### src/rtl/ps2_scan_rx.sv
// ps2_scan_rx: PS/2 keyboard receive front end.
//   Conditions the raw PS/2 clock/data lines (two-flop synchronizers plus a
//   4-sample glitch filter on the clock), deframes 11-bit device-to-host frames,
//   folds E0/F0 prefix bytes into {ext, break, code} key events and queues them
//   in a first-word-fall-through FIFO for the keyboard translation stage.
// Ports:
//   clk25, reset_n        system clock (25 MHz) and async active-low reset
//   PS2_Clk, PS2_Data     raw asynchronous PS/2 lines
//   ev_code/ev_break/ev_ext  head event fields, valid while ev_valid=1
//   ev_valid              FIFO non-empty
//   ev_rd                 pop request, one event per cycle while high
//   overflow / ovf_clr    sticky drop flag and its clear
//   err_cnt               saturating count of rejected frames
module ps2_scan_rx #(
  parameter int unsigned TIMEOUT_CYC = 5000,
  parameter int unsigned FIFO_AW     = 2
) (
  input  logic       clk25,
  input  logic       reset_n,
  input  logic       PS2_Clk,
  input  logic       PS2_Data,
  output logic [7:0] ev_code,
  output logic       ev_break,
  output logic       ev_ext,
  output logic       ev_valid,
  input  logic       ev_rd,
  output logic       overflow,
  input  logic       ovf_clr,
  output logic [7:0] err_cnt
);

  localparam int unsigned DEPTH = 1 << FIFO_AW;
  localparam int unsigned TO_W  = $clog2(TIMEOUT_CYC + 1);
  localparam int unsigned EV_W  = 10;
  localparam logic [7:0]  BYTE_EXT = 8'hE0;
  localparam logic [7:0]  BYTE_BRK = 8'hF0;

  typedef enum logic [1:0] {
    S_IDLE   = 2'd0,
    S_DATA   = 2'd1,
    S_PARITY = 2'd2,
    S_STOP   = 2'd3
  } state_t;

  // ---------------------------------------------------------------------------
  // Input synchronizers; reset to the idle-high line level so no false edge.
  // ---------------------------------------------------------------------------
  logic clk_s1_q, clk_s2_q;
  logic dat_s1_q, dat_s2_q;

  always_ff @(posedge clk25 or negedge reset_n) begin
    if (!reset_n) begin
      clk_s1_q <= 1'b1;
      clk_s2_q <= 1'b1;
      dat_s1_q <= 1'b1;
      dat_s2_q <= 1'b1;
    end else begin
      clk_s1_q <= PS2_Clk;
      clk_s2_q <= clk_s1_q;
      dat_s1_q <= PS2_Data;
      dat_s2_q <= dat_s1_q;
    end
  end

  // ---------------------------------------------------------------------------
  // Clock glitch filter: the filtered level follows only after 4 consecutive
  // synchronized samples disagree with it.
  // ---------------------------------------------------------------------------
  logic [1:0] flt_cnt_q, flt_cnt_d;
  logic       clk_flt_q, clk_flt_d;
  logic       strobe_c;

  always_comb begin
    flt_cnt_d = 2'd0;
    clk_flt_d = clk_flt_q;
    if (clk_s2_q != clk_flt_q) begin
      if (flt_cnt_q == 2'd3) begin
        clk_flt_d = clk_s2_q;
      end else begin
        flt_cnt_d = flt_cnt_q + 2'd1;
      end
    end
  end

  // Strobe is the cycle in which the filtered clock is about to fall.
  assign strobe_c = clk_flt_q & ~clk_flt_d;

  always_ff @(posedge clk25 or negedge reset_n) begin
    if (!reset_n) begin
      flt_cnt_q <= 2'd0;
      clk_flt_q <= 1'b1;
    end else begin
      flt_cnt_q <= flt_cnt_d;
      clk_flt_q <= clk_flt_d;
    end
  end

  // ---------------------------------------------------------------------------
  // Frame FSM with inter-strobe timeout.
  // ---------------------------------------------------------------------------
  state_t          state_q, state_d;
  logic [2:0]      bit_cnt_q, bit_cnt_d;
  logic [7:0]      shift_q, shift_d;
  logic            par_q, par_d;
  logic [TO_W-1:0] to_cnt_q, to_cnt_d;
  logic            acc_q, acc_d;
  logic            rej_c;

  always_comb begin
    state_d   = state_q;
    bit_cnt_d = bit_cnt_q;
    shift_d   = shift_q;
    par_d     = par_q;
    acc_d     = 1'b0;
    rej_c     = 1'b0;
    to_cnt_d  = (strobe_c || (state_q == S_IDLE)) ? '0 : to_cnt_q + TO_W'(1);

    if ((state_q != S_IDLE) && !strobe_c && (to_cnt_q == TO_W'(TIMEOUT_CYC))) begin
      state_d  = S_IDLE;
      rej_c    = 1'b1;
      to_cnt_d = '0;
    end else if (strobe_c) begin
      case (state_q)
        S_IDLE: begin
          // A high start bit is line noise, not a framing error.
          if (!dat_s2_q) begin
            state_d   = S_DATA;
            bit_cnt_d = 3'd0;
          end
        end
        S_DATA: begin
          shift_d   = {dat_s2_q, shift_q[7:1]};
          bit_cnt_d = bit_cnt_q + 3'd1;
          if (bit_cnt_q == 3'd7) begin
            state_d = S_PARITY;
          end
        end
        S_PARITY: begin
          par_d   = dat_s2_q;
          state_d = S_STOP;
        end
        S_STOP: begin
          state_d = S_IDLE;
          if (dat_s2_q && (^{par_q, shift_q})) begin
            acc_d = 1'b1;
          end else begin
            rej_c = 1'b1;
          end
        end
        default: state_d = S_IDLE;
      endcase
    end
  end

  always_ff @(posedge clk25 or negedge reset_n) begin
    if (!reset_n) begin
      state_q   <= S_IDLE;
      bit_cnt_q <= 3'd0;
      shift_q   <= 8'h00;
      par_q     <= 1'b0;
      to_cnt_q  <= '0;
      acc_q     <= 1'b0;
    end else begin
      state_q   <= state_d;
      bit_cnt_q <= bit_cnt_d;
      shift_q   <= shift_d;
      par_q     <= par_d;
      to_cnt_q  <= to_cnt_d;
      acc_q     <= acc_d;
    end
  end

  // ---------------------------------------------------------------------------
  // Prefix decoder. shift_q still holds the accepted byte while acc_q is high
  // because the FSM sits in IDLE and only shifts in DATA.
  // ---------------------------------------------------------------------------
  logic            ext_pend_q, ext_pend_d;
  logic            brk_pend_q, brk_pend_d;
  logic            push_c;
  logic [EV_W-1:0] push_data_c;

  always_comb begin
    ext_pend_d = ext_pend_q;
    brk_pend_d = brk_pend_q;
    push_c     = 1'b0;
    if (rej_c) begin
      ext_pend_d = 1'b0;
      brk_pend_d = 1'b0;
    end else if (acc_q) begin
      if (shift_q == BYTE_EXT) begin
        ext_pend_d = 1'b1;
      end else if (shift_q == BYTE_BRK) begin
        brk_pend_d = 1'b1;
      end else begin
        push_c     = 1'b1;
        ext_pend_d = 1'b0;
        brk_pend_d = 1'b0;
      end
    end
  end

  assign push_data_c = {ext_pend_q, brk_pend_q, shift_q};

  always_ff @(posedge clk25 or negedge reset_n) begin
    if (!reset_n) begin
      ext_pend_q <= 1'b0;
      brk_pend_q <= 1'b0;
    end else begin
      ext_pend_q <= ext_pend_d;
      brk_pend_q <= brk_pend_d;
    end
  end

  // ---------------------------------------------------------------------------
  // FWFT event FIFO; pointers carry an extra MSB to tell full from empty.
  // ---------------------------------------------------------------------------
  logic [EV_W-1:0]  mem_q [DEPTH];
  logic [FIFO_AW:0] wr_ptr_q, rd_ptr_q;
  logic             empty_c, full_c, pop_c, wr_en_c, drop_c;
  logic [EV_W-1:0]  head_c;

  assign empty_c = (wr_ptr_q == rd_ptr_q);
  assign full_c  = (wr_ptr_q[FIFO_AW] != rd_ptr_q[FIFO_AW]) &&
                   (wr_ptr_q[FIFO_AW-1:0] == rd_ptr_q[FIFO_AW-1:0]);
  assign pop_c   = ev_rd & ~empty_c;
  // A pop in the same cycle frees the slot being written, so full is no drop.
  assign wr_en_c = push_c & (~full_c | pop_c);
  assign drop_c  = push_c & full_c & ~pop_c;

  always_ff @(posedge clk25 or negedge reset_n) begin
    if (!reset_n) begin
      for (int i = 0; i < int'(DEPTH); i++) begin
        mem_q[i] <= '0;
      end
    end else if (wr_en_c) begin
      mem_q[wr_ptr_q[FIFO_AW-1:0]] <= push_data_c;
    end
  end

  always_ff @(posedge clk25 or negedge reset_n) begin
    if (!reset_n) begin
      wr_ptr_q <= '0;
      rd_ptr_q <= '0;
    end else begin
      if (wr_en_c) begin
        wr_ptr_q <= wr_ptr_q + (FIFO_AW+1)'(1);
      end
      if (pop_c) begin
        rd_ptr_q <= rd_ptr_q + (FIFO_AW+1)'(1);
      end
    end
  end

  assign head_c   = mem_q[rd_ptr_q[FIFO_AW-1:0]];
  assign ev_code  = head_c[7:0];
  assign ev_break = head_c[8];
  assign ev_ext   = head_c[9];
  assign ev_valid = ~empty_c;

  // ---------------------------------------------------------------------------
  // Sticky overflow (set beats clear) and saturating error counter.
  // ---------------------------------------------------------------------------
  logic       ovf_q;
  logic [7:0] err_q;

  always_ff @(posedge clk25 or negedge reset_n) begin
    if (!reset_n) begin
      ovf_q <= 1'b0;
      err_q <= 8'h00;
    end else begin
      if (drop_c) begin
        ovf_q <= 1'b1;
      end else if (ovf_clr) begin
        ovf_q <= 1'b0;
      end
      if (rej_c && (err_q != 8'hFF)) begin
        err_q <= err_q + 8'd1;
      end
    end
  end

  assign overflow = ovf_q;
  assign err_cnt  = err_q;

endmodule

### config.mk
export PLATFORM = sky130hd
export DESIGN_NAME = ps2_scan_rx
export DESIGN_NICKNAME = d
export VERILOG_FILES = /design/src/rtl/ps2_scan_rx.sv
export SDC_FILE = /design/constraint.sdc
export NUM_CORES = 1
export LEC_CHECK = 0
export CAP_MARGIN = 10
export CORE_MARGIN = 4
export CORE_UTILIZATION = 45
export DETAILED_ROUTE_END_ITERATION = 16
export HOLD_SLACK_MARGIN = 0.03
export REMOVE_ABC_BUFFERS = 1
export SLEW_MARGIN = 20
export SYNTH_ARGS = -nofsm -noshare
export SYNTH_HDL_FRONTEND = slang
export SYNTH_SLANG_ARGS = --single-unit
### constraint.sdc
create_clock -name clk25 -period 2.8 [get_ports clk25]
set_input_delay 0.84 -clock clk25 [delete_from_list [all_inputs] [get_ports clk25]]
set_output_delay 0.84 -clock clk25 [all_outputs]
set_load 0.01 [all_outputs]
==> summary.md, run 1 <==
The final critical path time including I/O delays and setup came out at 2.62 ns. The post-route netlist has 27.3% of its cells at a drive strength greater than 1. Detailed routing placed a total of 3.60 mm of wire on met2. For this run, the post-layout net count is 396.

Measured along the x axis, the die boundary spans 106 microns. The aggregate negative setup slack was 0 ns; the clock input transition at the sequential cells of the worst setup and hold paths was 0.09 ns. The worst hold path belongs to the class reg -> reg. 0 antenna diodes ended up in the layout. The leftover overflow at the end of global routing is 0, and the sum of routed wire segments on met1 is 3.47 mm.

The max-slew violation count is 0, and the final non-filler cell total is 503. The uppermost layer routed is met4. Hold timing on the final database bottoms out at a slack of 0.363 ns. The violation count after the first detailed-route iteration came out at 64. The run gives 811 as the number of filler instances in the final layout. In the layout the commonest cells are sky130_fd_sc_hd__dfrtp_1 (84), sky130_fd_sc_hd__mux2_2 (53), sky130_fd_sc_hd__nand2_1 (24).

The first global-routing pass estimated 12.8 mm of wire. TritonCTS built the clock tree. The worst setup path is of the reg -> out kind.

The Yosys step of the flow raised 0 warnings. The flow ran to the end, and the final reports show no timing, DRC or antenna violations. Once detail routing completed, the nets flagged for antenna violations numbered 0. Buffers inserted during clock tree synthesis total 9. The data required time at the worst endpoint was 1.96 ns; the area of all placed cells without fillers was 5080 sq um.

The logs give 0 for the number of setup violations in the final report and 0.105 ns for the worst-case setup slack after placement. The most used flip-flop cell after synthesis was sky130_fd_sc_hd__dfrtp_1. A synthesized cell averages 13.0 sq um. Detailed placement ended at an HPWL of 5.19 mm. Counting every sink on the clock net gives 92. Counting flops and latches in the post-synthesis netlist gives 92.

At the end of routability-driven placement, the weighted congestion stood at 0.726. For this configuration, the core starts out at a cell density of 46.5%. The upper clock frequency limit is 381 MHz. Cell chosen for the clock root: sky130_fd_sc_hd__clkbuf_8. The number of search-and-repair iterations in the first detailed-routing pass was 4; the top fanout value on the critical path was 13. In this run the power density over the cells is 598 nW/um^2. The run gives 26 as the boundary pin count. The routed design has 7.34 mm of wire.

The tools report the type of element capturing the critical path as an output port. Entering global routing, the biggest net connects 53 pins. The H-tree was split into 3 levels. In this run the vertical extent of the chip is 106 microns.

Count of port buffers added during placement: 25. The area growth from synthesis to layout works out to 17.0%. The worst setup path is launched from a register. The run gives 65.2% as the worst-case headroom to the max-slew limit. The initialized floorplan defines 35 standard-cell rows.

The number of placed instances, taps included was 487; the final count of hold timing violations was 0. Setup repair after global routing left no endpoint under its margin. For the worst setup path, the data arrival time is 1.78 ns. Dividing the detail-routed wire length by the instance count gives 14.6 microns. The transition at the pin with the smallest max-transition slack is 0.518 ns. Yosys mapped a number of flops with a built-in enable equal to 0. The routed design uses 212 microns of met3 wire. The buffer levels on the longest clock path was 2. The number of global-route vias before repair was 2696; the post-detailed-route DRC marker count was 0.

The synthesized netlist contains 45 unique library cells. The cell count after synthesis came out at 333. The tools report the area of placed instances as 4790 sq um. The tools report the clock insertion delay at the later pin of the skew report as 0.35 ns.

The worst path setup slack after routing was 0.175 ns; the standby leakage power was 2.52 nW. The core area is 9330 sq um, and the portion of the clock cycle consumed by the worst path in the final layout is 93.7%. The logs give 0 for the number of antenna violations at the first check in global routing and 11300 sq um for the full die area. Sequential elements use 53.2% of the synthesized area.

Leaving out fill and tap cells, the most frequent cell in the layout is sky130_fd_sc_hd__dfrtp_1. Between clock sinks in the finished design, the worst skew comes to 0.0120 ns. Across the run, the number of max-cap violations was 0. The number of vias after detailed routing is 2620, and the hold buffer count at CTS is 0.

For this run, asynchronously set or reset flops after synthesis account for 100%. The tools report the synthesized area as 4340 sq um. The detailed-route vias per instance is 5.21, and the maximum VDD drop is 340 uV. For the total global-route track usage, the log shows 14.2%.
critical path, stage by stage (launching register included):
cell and delay (ns):
sky130_fd_sc_hd__dfrtp_2 0.54, sky130_fd_sc_hd__xnor2_1 0.24, sky130_fd_sc_hd__nand3b_1 0.14, sky130_fd_sc_hd__clkdlybuf4s50_1 0.50
registers in the layout, summed over array words and instances (netlist names), 2 cells and up:
| register | cells |
|---|---|
| mem_q | 40 |
| to_cnt_q | 13 |
| err_cnt | 8 |
| shift_q | 8 |
| bit_cnt_q | 3 |
| rd_ptr_q | 3 |
| wr_ptr_q | 3 |
| flt_cnt_q | 2 |
| state_q | 2 |
per-layer routing:
layer | vias up | global-route usage [%]
met2 | 31 | 23.3
met4 | 0 | 4.72
li1 | 1262 | -
met1 | 1317 | 18.6
met5 | - | 0
met3 | 10 | 3.58
area by class of cell:
type	instances	area [sq um]	area share, %
Inverter	16	60.1	1.18
Sequential cell	92	2310	45.6
Multi-Input combinational cell	215	1920	37.7
Tap cell	129	161	3.18
Clock buffer	10	138	2.71
Timing Repair Buffer	36	380	7.49
Clock inverter	5	109	2.14
cells in the mapped netlist (all sizes together), types with 3 or more instances:
cell type | instances | area (sq um)
mux4 | 10 | 225
xor2 | 6 | 52.6
nand2 | 24 | 90.1
ha | 20 | 250
dfstp | 5 | 131
nor2 | 14 | 52.6
inv | 16 | 60.1
nand3 | 8 | 40.0
mux2 | 53 | 597
clkbuf | 5 | 18.8
buf | 5 | 37.5
nor3 | 5 | 25.0
and3 | 5 | 31.3
o21ai | 11 | 55.1
a21oi | 6 | 33.8
dfrtp | 87 | 2180
or3 | 3 | 18.8
xnor2 | 16 | 148
nand4 | 3 | 18.8
or4b | 4 | 43.8
power by group:
group / internal, mW / switching (mW)
logic: 0.234 / 0.230
registers: 1.41 / 0.0864
clock network: 0.619 / 0.458
worst paths after layout:
kind                                   from        end  slack, ns  depth (start not counted)
worst max-delay path            rd_ptr_q[1]   ev_valid       0.18                          3
worst min-delay path               dat_s1_q   dat_s2_q       0.36                          0
worst max register to register   shift_q[4]  mem_q[26]       0.18                          8
worst min register to register     dat_s1_q   dat_s2_q       0.36                          0
max in group asynchronous           reset_n   clk_s1_q       1.82                          2
min in group asynchronous           reset_n  mem_q[31]       0.37                          1
metrics by stage:
| stage | utilization, % | total power, mW |
|---|---|---|
| after CTS | 54.1 | 3.09 |
| after global routing | 54.4 | 3.19 |
| after global placement | 51.4 | 1.98 |
| after floorplan | - | 1.80 |
| final | 54.4 | 3.04 |
| after detailed placement | 51.4 | 1.99 |
timing repair:
action | 4_1_cts | 5_1_grt
gates resized for setup | 2 | 11
setup buffers | 1 | 0
endpoints found under the setup margin | 11 | 41
pin swaps | 0 | 0
cell families (layout without fill, tap and decap cells):
kind of cell	count (synthesis)	count (layout)	share of synthesized area, %
multiplexers	64	64	19.2
buffers and inverters	26	67	2.68
AO/OA/AOI/OAI	28	28	4.12
AND/OR/NAND/NOR	80	80	9.95
flip-flops	92	92	53.2
XOR/XNOR	23	23	5.13
adder cells (fa/ha/maj)	20	20	5.77
Power figures use the tool's default switching activity.
==> run 2, diff against run 1 <==
--- a/config.mk
+++ b/config.mk
@@ -10,6 +10,7 @@
 export CORE_UTILIZATION = 45
 export DETAILED_ROUTE_END_ITERATION = 16
 export HOLD_SLACK_MARGIN = 0.03
+export RECOVER_POWER = 100
 export REMOVE_ABC_BUFFERS = 1
 export SLEW_MARGIN = 20
 export SYNTH_ARGS = -nofsm -noshare
==> run 2 against run 1 <==
  * Maximum frequency decreased by 1.0%
  * Final area decreased by 0.76%
  * Register-to-register slack got worse by 0.03 ns
  * Global-route usage unchanged
  * Combinational power decreased by 5.6%
  * Flip-flop and latch count unchanged
  * Clock skew about the same
  * Critical path type is now reg -> reg
  * Largest power group unchanged
==> summary.md, run 2 (same netlist as run 1, synthesis figures left out) <==
The flow ran to the end, and the final reports show no timing, DRC or antenna violations. The max-slew violation count was 0. The beginning of the critical path was shift_q[4]. Measured along the x axis, the die boundary spans 106 microns. The tools report the type of element capturing the critical path as a register. For the leftover overflow at the end of global routing, the log shows 0. The logs give 3.04 ns for the data required time at the worst endpoint and 3 for the CTS H-tree depth. Boundary pin count: 26. In this run the worst hold path is classified as reg -> reg. Entering global routing, the biggest net connects 53 pins. The clock input transition at the sequential cells of the worst setup and hold paths is 0.09 ns.

In this run, the number of DRC markers left after iteration 0 of detailed routing was 60. The flip-flop count of the largest register, all copies and words added was 40. For the post-detailed-route DRC marker count, the log shows 0.

The number of standard-cell rows in the floorplan is 35. The tools report the reg-to-reg startpoint as shift_q[4]. The critical path goes through inv_1 -> ha_1 -> xnor3_1 -> xnor2_2 -> a21oi_2 -> or4b_1 -> clkbuf_4 -> mux2_2. 0 antenna diodes ended up in the layout. The global-route wire length before repair was 12.8 mm; the final critical path time including I/O delays and setup was 2.65 ns. Cell chosen for the clock root: sky130_fd_sc_hd__clkbuf_8. The die covers 11300 sq um. Detailed placement finished with a half-perimeter wire length of 5.19 mm. After detailed placement, the total cell area comes to 4790 sq um.

In this run the power density over the cells is 597 nW/um^2. The launch point of the worst hold path was dat_s1_q. Setup repair after global routing left no endpoint under its margin.

The slowest stage of the critical path belongs to the cell sky130_fd_sc_hd__or4b_1. For the core area, the log shows 9330 sq um. Power comes to 3.01 mW. The tools report the total CTS buffers as 9. The run gives 0 as the final count of hold timing violations. In this run the remaining antenna-violating nets after routing total 0. The worst-case headroom to the max-slew limit came out at 13.9%. The worst setup path is launched from a register. The register name with the most flops is mem_q. Using the TritonRoute via totals, the vias-per-cell ratio works out to 5.22.

The tool flagged a number of max-cap violations equal to 0. Clock tree synthesis found a total of 92 sinks. For this run, the detailed router's first-pass iteration total came to 4. The final hold slack is 0.362 ns, and the effective utilization at floorplan is 46.5%.

At the end of routability-driven placement, the weighted congestion stood at 0.726. From synthesis to final layout, the design area changed by 16.1%. Static timing analysis puts the maximum clock frequency at 377 MHz.

The transition at the pin with the smallest max-transition slack was 1.29 ns; the number of setup violations in the final report was 0. The clock arrives with 0.0124 ns of skew. TritonCTS built the clock tree.

Summing over every cut layer, the via total after detailed routing is 2626. Family with the most delay on the worst path: XOR/XNOR gates. Cells with a size suffix above 1 make up 26.5% of the layout. Maximum VDD drop: 339 uV. The clock reaches the later pin of the worst-skew pair after 0.35 ns. Summed over all failing endpoints, the final setup total negative slack is 0 ns.

The number of buffers and inverters on the critical path is 2. The final net count was 396. The top cell types in the final layout, fill and taps aside, are sky130_fd_sc_hd__dfrtp_1 (84), sky130_fd_sc_hd__mux2_2 (53), sky130_fd_sc_hd__nand2_1 (24). Excluding fillers, the count of instances in the completed layout stands at 503. At the worst endpoint, the arrival time is 2.89 ns. The number of global-route vias before repair was 2696. The count of port buffers added during placement came out at 25. For this design the static power due to leakage is 2.54 nW.

No sink is reached through more buffers than the 2 on the longest clock path. The critical path is of the reg -> reg type. Counting tap cells, the placed design contains a total of 487 instances.

The largest registers in the layout are mem_q (40), to_cnt_q (13). Of all nets on the critical path, the largest fanout is 10. For this block, the routed nets add up to 7.36 mm of wire.

The longest individual stage delay on the worst path was 0.51 ns. The worst path uses 94.7% of the clock period. The area of all placed cells without fillers came out at 5040 sq um. Most common cell after layout, fill and taps aside: sky130_fd_sc_hd__dfrtp_1.

Global routing used 14.2% of the available tracks across all layers. The y dimension of the die came out at 106 microns. The average wire per cell in the routed design was 14.6 microns; the number of antenna violations at the first check in global routing was 0.
==> run 2: cell types whose count changed in the layout (fill, tap and decap cells not counted) <==
cell                              change
sky130_fd_sc_hd__clkbuf_1             +3
sky130_fd_sc_hd__buf_12               -2
sky130_fd_sc_hd__buf_4                -4
sky130_fd_sc_hd__dlygate4sd3_1       +11
sky130_fd_sc_hd__buf_2                +1
sky130_fd_sc_hd__clkdlybuf4s50_1     -11
sky130_fd_sc_hd__clkbuf_4             +2
==> run 2: final cells by class <==
cell class,count,area [sq um]
fill,816,4290
clock inverter,5,109
timing repair buffer,36,342
clock buffer,10,138
inverter,16,60.1
multi-input combinational,215,1920
sequential,92,2310
tap,129,161
==> run 2: worst paths after layout <==
| kind | to | slack (ns) | cells after the start |
|---|---|---|---|
| max | mem_q[36] | 0.15 | 8 |
| min | dat_s2_q | 0.36 | 0 |
| max reg2reg | mem_q[36] | 0.15 | 8 |
| min reg2reg | dat_s2_q | 0.36 | 0 |
| max in group asynchronous | shift_q[4] | 0.56 | 2 |
| min in group asynchronous | mem_q[31] | 0.74 | 1 |
==> run 2: metrics by stage <==
step / utilization [%] / worst slack, ns
detailed placement: 51.4 / 0.105
global placement: 51.4 / 0.128
finish: 54.0 / 0.147
global route: 54.0 / 0.00983
floorplan: - / 0.242
CTS: 54.1 / 0.000818
==> run 2: what timing repair did <==
item / in CTS / in global routing
gates resized for setup: 2 / 11
hold buffers: 0 / 0
setup endpoints to repair: 11 / 41
buffers inserted: 1 / 0
==> run 2: routing by layer <==
layer / wire length (microns) / vias up / global-route usage [%]
li1: - / 1260 / -
met1: 3490 / 1325 / 18.6
met2: 3600 / 31 / 23.3
met3: 213 / 10 / 3.58
met4: 58 / 0 / 4.72
met5: 0 / - / 0
==> run 2: where the power goes <==
part / switching [mW] / total (mW) / internal [mW]
Sequential: 0.0819 / 1.49 / 1.41
Combinational: 0.231 / 0.438 / 0.207
Clock: 0.459 / 1.08 / 0.619
Total: 0.772 / 3.01 / 2.23
==> run 2: worst register-to-register path: cells and delay by family (launching register included) <==
| family | cells | cell delay, ns |
|---|---|---|
| AOI/OAI and AO/OA | 1 | 0.14 |
| buffers and inverters | 2 | 0.30 |
| xor gates and xnor gates | 2 | 0.58 |
| adders and majority gates | 1 | 0.30 |
| DFF | 1 | 0.43 |
| and+or+nand+nor | 1 | 0.51 |
| muxes | 1 | 0.29 |
